**src/rtl/common_pkg.sv**
```systemverilog
// Shared constants and the scandoubler read-side state type.
package common_pkg;

    localparam int VIDEO_LINE_MAX = 1024;
    localparam int VIDEO_COL_W    = 11;
    localparam int VIDEO_HSYNC_W  = 48;

    typedef enum logic [1:0] {
        IDLE  = 2'd0,
        PASS0 = 2'd1,
        PASS1 = 2'd2
    } rd_state_t;

endpackage

```
**src/rtl/video_line_buffer.sv**
```systemverilog
// Two-bank line store: one write port, one registered read port, 1-cycle read latency.
module video_line_buffer
    import common_pkg::*;
#(
    parameter int LINE_MAX = VIDEO_LINE_MAX
) (
    input  logic                        sys_clock_i,
    input  logic                        wr_en,
    input  logic                        wr_bank,
    input  logic [$clog2(LINE_MAX)-1:0] wr_addr,
    input  logic                        wr_data,
    input  logic                        rd_bank,
    input  logic [$clog2(LINE_MAX)-1:0] rd_addr,
    output logic                        rd_data
);

    logic mem [0:1][0:LINE_MAX-1];

    // NOTE: the storage array has no reset on purpose; clearing it would stop it mapping onto block RAM,
    // and a line is never read back past the captured length anyway.
    // NOTE: state is updated with <= so every flop samples pre-edge values regardless of statement order.
    always_ff @(posedge sys_clock_i) begin
        if (wr_en) begin
            mem[wr_bank][wr_addr] <= wr_data;
        end
        rd_data <= mem[rd_bank][rd_addr];
    end

endmodule

```
**src/rtl/video_scandoubler.sv**
```systemverilog
// Line-doubling scan converter: captures each input line into one bank and replays the
// previous line twice at the doubled output pixel rate from the other bank.
module video_scandoubler
    import common_pkg::*;
#(
    parameter int LINE_MAX = VIDEO_LINE_MAX,
    parameter int HSYNC_W  = VIDEO_HSYNC_W
) (
    input  logic sys_clock_i,
    input  logic reset_i,
    input  logic pixel_clk_en_i,
    input  logic out_clk_en_i,
    input  logic h_sync_i,
    input  logic v_sync_i,
    input  logic video_i,
    output logic h_sync_o,
    output logic v_sync_o,
    output logic video_o,
    output logic overflow_o
);

    localparam int AW = $clog2(LINE_MAX);
    localparam int LW = $clog2(LINE_MAX + 1);
    localparam logic [VIDEO_COL_W-1:0] PERIOD_SAT = '1;

    logic                   h_sync_q;
    logic                   line_start;
    logic                   wbank;
    logic                   synced;
    logic [LW-1:0]          wcol;
    logic [LW-1:0]          len [2];
    logic [LW-1:0]          len_rd;
    logic                   wcol_full;
    logic [VIDEO_COL_W-1:0] tick_cnt;
    logic [VIDEO_COL_W-1:0] period;

    logic                   wr_en;
    logic                   wr_bank;
    logic [AW-1:0]          wr_addr;
    logic                   rd_bank;
    logic                   rd_data;

    rd_state_t              state;
    logic [VIDEO_COL_W-1:0] rcol;
    logic                   v_sync_q;
    logic                   vid_vld;
    logic                   hs_s1;
    logic                   vs_s1;

    assign line_start = h_sync_i & ~h_sync_q;
    assign wcol_full  = (wcol == LW'(LINE_MAX));
    assign rd_bank    = ~wbank;
    assign len_rd     = len[rd_bank];

    // NOTE: every output of a combinational block gets a default first, so no path can infer a latch.
    always_comb begin
        wr_en   = 1'b0;
        wr_bank = wbank;
        wr_addr = wcol[AW-1:0];
        if (pixel_clk_en_i) begin
            if (line_start) begin
                wr_en   = 1'b1;
                wr_bank = ~wbank;
                wr_addr = '0;
            end else if (synced && !wcol_full) begin
                wr_en = 1'b1;
            end
        end
    end

    // Capture side; writes wait for the first line start so a line cut by reset is never replayed.
    always_ff @(posedge sys_clock_i) begin
        if (reset_i) begin
            h_sync_q   <= 1'b0;
            wbank      <= 1'b0;
            synced     <= 1'b0;
            wcol       <= '0;
            len[0]     <= '0;
            len[1]     <= '0;
            tick_cnt   <= '0;
            period     <= '0;
            overflow_o <= 1'b0;
        end else begin
            h_sync_q <= h_sync_i;
            if (line_start) begin
                wbank      <= ~wbank;
                synced     <= 1'b1;
                len[wbank] <= wcol;
                period     <= tick_cnt;
                wcol       <= pixel_clk_en_i ? LW'(1) : '0;
                tick_cnt   <= pixel_clk_en_i ? VIDEO_COL_W'(1) : '0;
            end else if (pixel_clk_en_i) begin
                if (tick_cnt != PERIOD_SAT) begin
                    tick_cnt <= tick_cnt + VIDEO_COL_W'(1);
                end
                if (synced) begin
                    if (wcol_full) begin
                        overflow_o <= 1'b1;
                    end else begin
                        wcol <= wcol + LW'(1);
                    end
                end
            end
        end
    end

    // Read FSM: each output pass lasts one input line period counted in output ticks.
    always_ff @(posedge sys_clock_i) begin
        if (reset_i) begin
            state    <= IDLE;
            rcol     <= '0;
            v_sync_q <= 1'b0;
        end else if (line_start) begin
            rcol <= '0;
            if (tick_cnt != '0) begin
                state    <= PASS0;
                v_sync_q <= v_sync_i;
            end else begin
                state <= IDLE;
            end
        end else if (out_clk_en_i && state != IDLE) begin
            if (rcol == period - VIDEO_COL_W'(1)) begin
                rcol <= '0;
                if (state == PASS0) begin
                    state    <= PASS1;
                    v_sync_q <= v_sync_i;
                end else begin
                    state <= IDLE;
                end
            end else begin
                rcol <= rcol + VIDEO_COL_W'(1);
            end
        end
    end

    video_line_buffer #(
        .LINE_MAX (LINE_MAX)
    ) u_buf (
        .sys_clock_i (sys_clock_i),
        .wr_en       (wr_en),
        .wr_bank     (wr_bank),
        .wr_addr     (wr_addr),
        .wr_data     (video_i),
        .rd_bank     (rd_bank),
        .rd_addr     (rcol[AW-1:0]),
        .rd_data     (rd_data)
    );

    // Stage 1 runs alongside the RAM read, stage 2 is the output register.
    always_ff @(posedge sys_clock_i) begin
        if (reset_i) begin
            vid_vld  <= 1'b0;
            hs_s1    <= 1'b0;
            vs_s1    <= 1'b0;
            video_o  <= 1'b0;
            h_sync_o <= 1'b0;
            v_sync_o <= 1'b0;
        end else begin
            vid_vld  <= (state != IDLE) && (32'(rcol) < 32'(len_rd));
            hs_s1    <= (state != IDLE) && (32'(rcol) < 32'(HSYNC_W));
            vs_s1    <= v_sync_q;
            video_o  <= vid_vld & rd_data;
            h_sync_o <= hs_s1;
            v_sync_o <= vs_s1;
        end
    end

endmodule

```
**config.mk**
```make
export PLATFORM = sky130hd
export DESIGN_NAME = video_scandoubler
export DESIGN_NICKNAME = d
export VERILOG_FILES = /design/src/rtl/common_pkg.sv /design/src/rtl/video_line_buffer.sv /design/src/rtl/video_scandoubler.sv
export SDC_FILE = /design/constraint.sdc
export NUM_CORES = 2
export LEC_CHECK = 0
export BUFFER_PORTS_ARGS = -buffer_cell sky130_fd_sc_hd__buf_2
export CORE_AREA = 2 2 559 561
export CTS_BUF_LIST = sky130_fd_sc_hd__clkbuf_2 sky130_fd_sc_hd__clkbuf_4 sky130_fd_sc_hd__clkbuf_8
export DETAILED_ROUTE_END_ITERATION = 7
export DIE_AREA = 0 0 561 563
export PLACE_DENSITY = 0.45
export SKIP_CTS_REPAIR_TIMING = 1
export SLEW_MARGIN = 20
export SYNTH_ARGS = -nofsm -noshare
export SYNTH_HDL_FRONTEND = slang
export SYNTH_SLANG_ARGS = --single-unit
```
**constraint.sdc**
```tcl
create_clock -name sys_clock_i -period 7.59 [get_ports sys_clock_i]
set_clock_uncertainty 0.2 [all_clocks]
set_input_delay 1.1385 -clock sys_clock_i [delete_from_list [all_inputs] [get_ports sys_clock_i]]
set_output_delay 1.1385 -clock sys_clock_i [all_outputs]
set_load 0.02 [all_outputs]
```
# Yosys cells after proc, flatten, opt, wreduce, memory -nomap -nowiden
# Memory sizes are Yosys's and may differ from the RTL's.
# Cells that the tools add are included.
# word_totals
regBits	58
mem_bits_rw	2070
in_bits	7
out_inout_bits	4
memories	2
# memory_table
name	depth	word_bits	read_ports	rd_ports_with_merged_regs	wr	line	rtl
u_buf.mem	2	1024	1	0	1	video_line_buffer.sv:17	logic mem [0:1][0:LINE_MAX-1];
len	2	11	1	0	2	video_scandoubler.sv:31	logic [LW-1:0] len [2];
# classes
add_sub_neg	4
magnitude_cmp	5
eq_ne	6
n_mux	41
bitwise	7
n_reduce_logical	21
# op_table
op	count
$mux 1024	1
$mux 11	9
$add 11x1->11 const B	3
$mux 1	23
$ge 11x11->1 const B	2
$not 10->11	2
$mux 10	2
$reduce_bool 2->1	7
$eq 11x11->1	1
$eq 11x11->1 const B	1
$lt 11x1->1 const B	1
$lt 11x11->1	1
$lt 11x6->1 const B	1
$ne 11x11->1 const B	1
$reduce_bool 11->1	1
$reduce_or 11->1	1
$sub 11x1->11 const B	1
$bmux 1 s10	1
$demux 1 s10	1
$mux 2	4
$reduce_and 4->1	2
$logic_and 1x1->1	5
$reduce_and 2->1	2
$not 1->1	3
7 further kinds	8

# Longest topological paths before layout
# logic_depth
word_depth	10
ltp_mapped	19
depth_no_buf	11

# By module
# From an unflattened synthesis, not the netlist that was laid out.
# unflattened
cells_unflattened	6714
hier_area_um2	93458.4
# by_module_without_submodules
module	n_inst	cells_each	area_each_um2	seq_area_each_um2
video_line_buffer	1	6268	89413.3	61519.0
video_scandoubler	1	446	4045.1	1801.7

# Worst setup path after synthesis
# No wires, ideal clock.
# synth_timing
kind	reg2reg
startpoint	reg wbank
endpoint	reg vid_vld
setup_ps	58
t_arrival_ps	3422
required_ps	7332
setup_slack_ps	3910
path_stages_with_launch	20
n_path_buf	9
synth_period_minus_slack_ps	3680
path_cell_list	dfxtp_1 > buf_6 > buf_6 > buf_6 > buf_6 > buf_6 > buf_6 > buf_6 > buf_2 > buf_2 > mux2i_1 > ha_1 > o21a_1 > o21a_1 > o21a_1 > o21a_1 > o21ai_0 > nand2b_1 > a21oi_1 > o211a_1
# synth_via
elab_chain_len	4
# synth_rtl
element	line	rtl
start, declared	video_scandoubler.sv:28	logic wbank;
start signal, assigned	video_scandoubler.sv:86	wbank <= ~wbank;
$not 1->1	video_scandoubler.sv:52	assign rd_bank = ~wbank;
$mem_v2 2x11	n/a	
$lt 11x11->1	video_scandoubler.sv:159	vid_vld <= (state != IDLE) && (32'(rcol) < 32'(len_rd));
$logic_and 1x1->1	video_scandoubler.sv:159	
end signal, assigned	video_scandoubler.sv:159	
end, declared	video_scandoubler.sv:46	logic vid_vld;
# No other way between the ends.
# A chain may end at the register's enable or synchronous reset.

# Final worst setup path
# layout_timing
startpoint	reg wcol[0]
endpoint	mem u_buf.mem[0][869] (netlist bit), enable pin
# layout_via
elab_chain_len	8
elab_cells_between_ends	16
cone_classes	2 x order compare; 1 x eq/ne; 9 x mux; 1 x bitwise; 3 x reduce/logical
# layout_rtl
element	line	rtl
start, declared	video_scandoubler.sv:30	logic [LW-1:0] wcol;
start signal, assigned	video_scandoubler.sv:90	wcol <= pixel_clk_en_i ? LW'(1) : '0;
start signal, assigned	video_scandoubler.sv:100	wcol <= wcol + LW'(1);
$mux 10 or $eq 11x11->1 (tied branches)	video_scandoubler.sv:61, video_scandoubler.sv:51	
$mux 10 or $logic_not 1->1 (tied branches)	video_scandoubler.sv:60, video_scandoubler.sv:65	
$not 10->11 (implied by the code) or $logic_and 1x1->1 (tied branches)	video_line_buffer.sv:24, video_scandoubler.sv:65	
$ge 11x11->1 (implied by the code) (tied with other cells)	video_line_buffer.sv:24	mem[wr_bank][wr_addr] <= wr_data;
$logic_and 1x1->1 (implied by the code) or $mux 1 (tied branches)	video_line_buffer.sv:24, video_scandoubler.sv:61	
$mux 1 (on tied branches)	video_line_buffer.sv:24, video_scandoubler.sv:60	
$demux 1 s10 or $mux 1 (tied branches)	video_line_buffer.sv:24, video_line_buffer.sv:23	
$mux 1024 (implied by the code) *	video_line_buffer.sv:24	
end, declared	video_line_buffer.sv:17	
# Every way passes the cells marked *; elsewhere a longest branch is shown, timed or not.

==> out/qor.csv <==
metric,value,unit
required,8.06,ns
cts.path.max_buffers,4,
grt_pass1_vias,56700,
gr-usage-all-layers,18.2,%
min_period_over_period,70.3,%
setup_tns,0,ns
gp_congestion,0.781,
dieArea,316000,sq um
crit_arrival,5.80,ns
drive_gt1_share,19.5,%
post-place-cells,10300,
ant_nets,0,
dr.pass1.iters,7,
cp_max_fo,64,
end_kind,flip-flop,
fmax,188,MHz
synth_commonest_cells,"nor2_1, edfxtp_1, clkbuf_1, mux4_2, nand2_1",
cts.sinks,2128,
irDropWorstVdd,0.141,mV
start_kind,flip-flop,
instances_no_fill,10900,
p_leak,30.2,nW
nFillCells,30600,
synth_area,92600,sq um
grt_setup_unrepaired,false,
vias_per_cell,5.14,
pwr_density_cell,234,nW/um^2
maxCapViolCount,0,
path_class,flip-flop to flip-flop,
syn_nets,6564,
seq_area_frac_synth,68.4,%
cts_buffers,385,
drv_slew,0,
port_buffers,10,
ys_ff_latch,2128,
vias,56300,
die_w,561,microns
grt_first_pass_wirelength,418,mm
clkTransAtPathRegs,0.06,ns
synthCells,6541,
ys_types,81,
antenna_found_initial,10,
synthTopCellsByArea,"edfxtp_1, mux4_2, nor2_1",
synth-edff-count,2070,
coreArea,310000,sq um
yosysWarnings,0,
worst_slew_pin_slew,1.35,ns
synth.most_common_cell,nor2_1,
top_level_ports,11,
root_buffer,clkbuf_8,
total_power,24.5,mW
synth_area_per_cell,14.2,sq um
grt_start_max_net_pins,270,
die_h,563,microns
ys.flop_type,edfxtp_1,
drc,0,
final_core_util,33.6,%
register_area,63300,sq um
finalSetupViolCount,0,
async_flop_share,0,%
wire_per_inst,26.8,microns
synth_top_area_share,67.1,%
wirelength,293,mm
rows,205,
cts_tree,built,
dp_hpwl,161,mm
final_nets,6536,
clock_latency,0.98,ns
multi_input_area,26700,sq um
start_util,29.8,%
min_path_type,input pin to flip-flop,
syn2layout_area_growth,12.6,%
grt_overflow,0,
period_minus_slack,5.33,ns
htreeDepth,5,
hold_viol,0,
drt_iter0_drc,5862,
yosys.area.top_type,edfxtp_1,
outcome,completed,
relSlewSlack,9.76,%
## routing by layer
metal / share of wire, % / routed length [microns] / global-route usage [%] / vias to the layer above
li1: - / - / - / 24000
met1: 44 / 130000 / 25.0 / 30200
met2: 48 / 141000 / 30.2 / 1745
met3: 5.7 / 16600 / 2.99 / 380
met4: 2.0 / 5730 / 4.35 / 0
met5: 0 / 0 / 0 / -
## final cells by class
class | count | share of cell area (%)
Clock inverter | 137 | 0.709
Clock buffer | 535 | 6.22
Multi-Input combinational cell | 3782 | 25.6
Timing Repair Buffer | 200 | 1.67
Sequential cell | 2128 | 60.7
Antenna cell | 8 | 0.0192
Tap cell | 4140 | 4.97
Inverter | 16 | 0.0636
## critical path, cell delays in order (launching register included)
cell      delay, ns
dfxtp_1        0.57
clkinv_1       0.41
ha_1           0.32
and2_1         0.19
nand4_1        0.24
a21oi_1        0.11
nor2b_1        0.37
nand2_1        0.20
nor3_1         0.97
nand3_4        1.00
nor2_1         0.37
## flip-flops by register name (all words and copies together), names as in the netlist, 2 cells and up
register and count:
tick_cnt 11, rcol 11, wcol 11, len 22
u_buf.mem 2048, state 2, period 11
## where the power goes
part	switching, mW	leakage [nW]	total (mW)	internal (mW)
Clock	4.82	3.83	10.4	5.60
Combinational	0.666	7.25	1.11	0.448
Sequential	0.0204	19.1	12.9	12.9
## cell usage in the layout, fill, tap and decap left out, drive strengths merged, types with 33 or more instances in the layout
master / count
mux2i: 218
nor3: 43
o21ai: 51
nor2: 2162
a21oi: 72
nand3: 55
nand2: 242
a22oi: 56
a221oi: 51
dfxtp: 58
clkinv: 122
edfxtp: 2070
mux4: 450
buf: 200
nor2b: 33
clkbuf: 535
## per-stage QoR
step	hold slack, ns	setup slack, ns	instance area (sq um)
floorplan	0.195	3.91	92600
global placement	0.215	2.31	97000
detailed placement	0.214	2.19	97000
CTS	0.124	2.27	104000
global route	0.185	1.98	104000
finish	0.208	2.26	104000
## cells by family (layout without fill, tap and decap cells)
family	after synthesis	count (layout)	share of synthesized area, %
other	0	8	0
AO/OA/AOI/OAI	379	379	2.91
adder cells (fa/ha/maj)	16	16	0.216
multiplexers	679	679	13.5
buffers and inverters	631	888	3.24
XOR/XNOR	39	39	0.369
AND/OR/NAND/NOR	2669	2669	11.5
flip-flops	2128	2128	68.4
## path summary, 6_finish.rpt
| check | start | end | slack [ns] | cells past startpoint |
|---|---|---|---|---|
| max | wcol[0]$_SDFFE_PP0P_ | u_buf.mem[0][869]$_DFFE_PP_ | 2.26 | 10 |
| min reg2reg | vid_vld$_SDFF_PP0_ | video_o$_SDFF_PP0_ | 0.22 | 2 |
| max reg2reg | wcol[0]$_SDFFE_PP0P_ | u_buf.mem[0][869]$_DFFE_PP_ | 2.26 | 10 |
| min | h_sync_i | h_sync_q$_SDFF_PP0_ | 0.21 | 2 |
(Power assumes the default switching activity.)
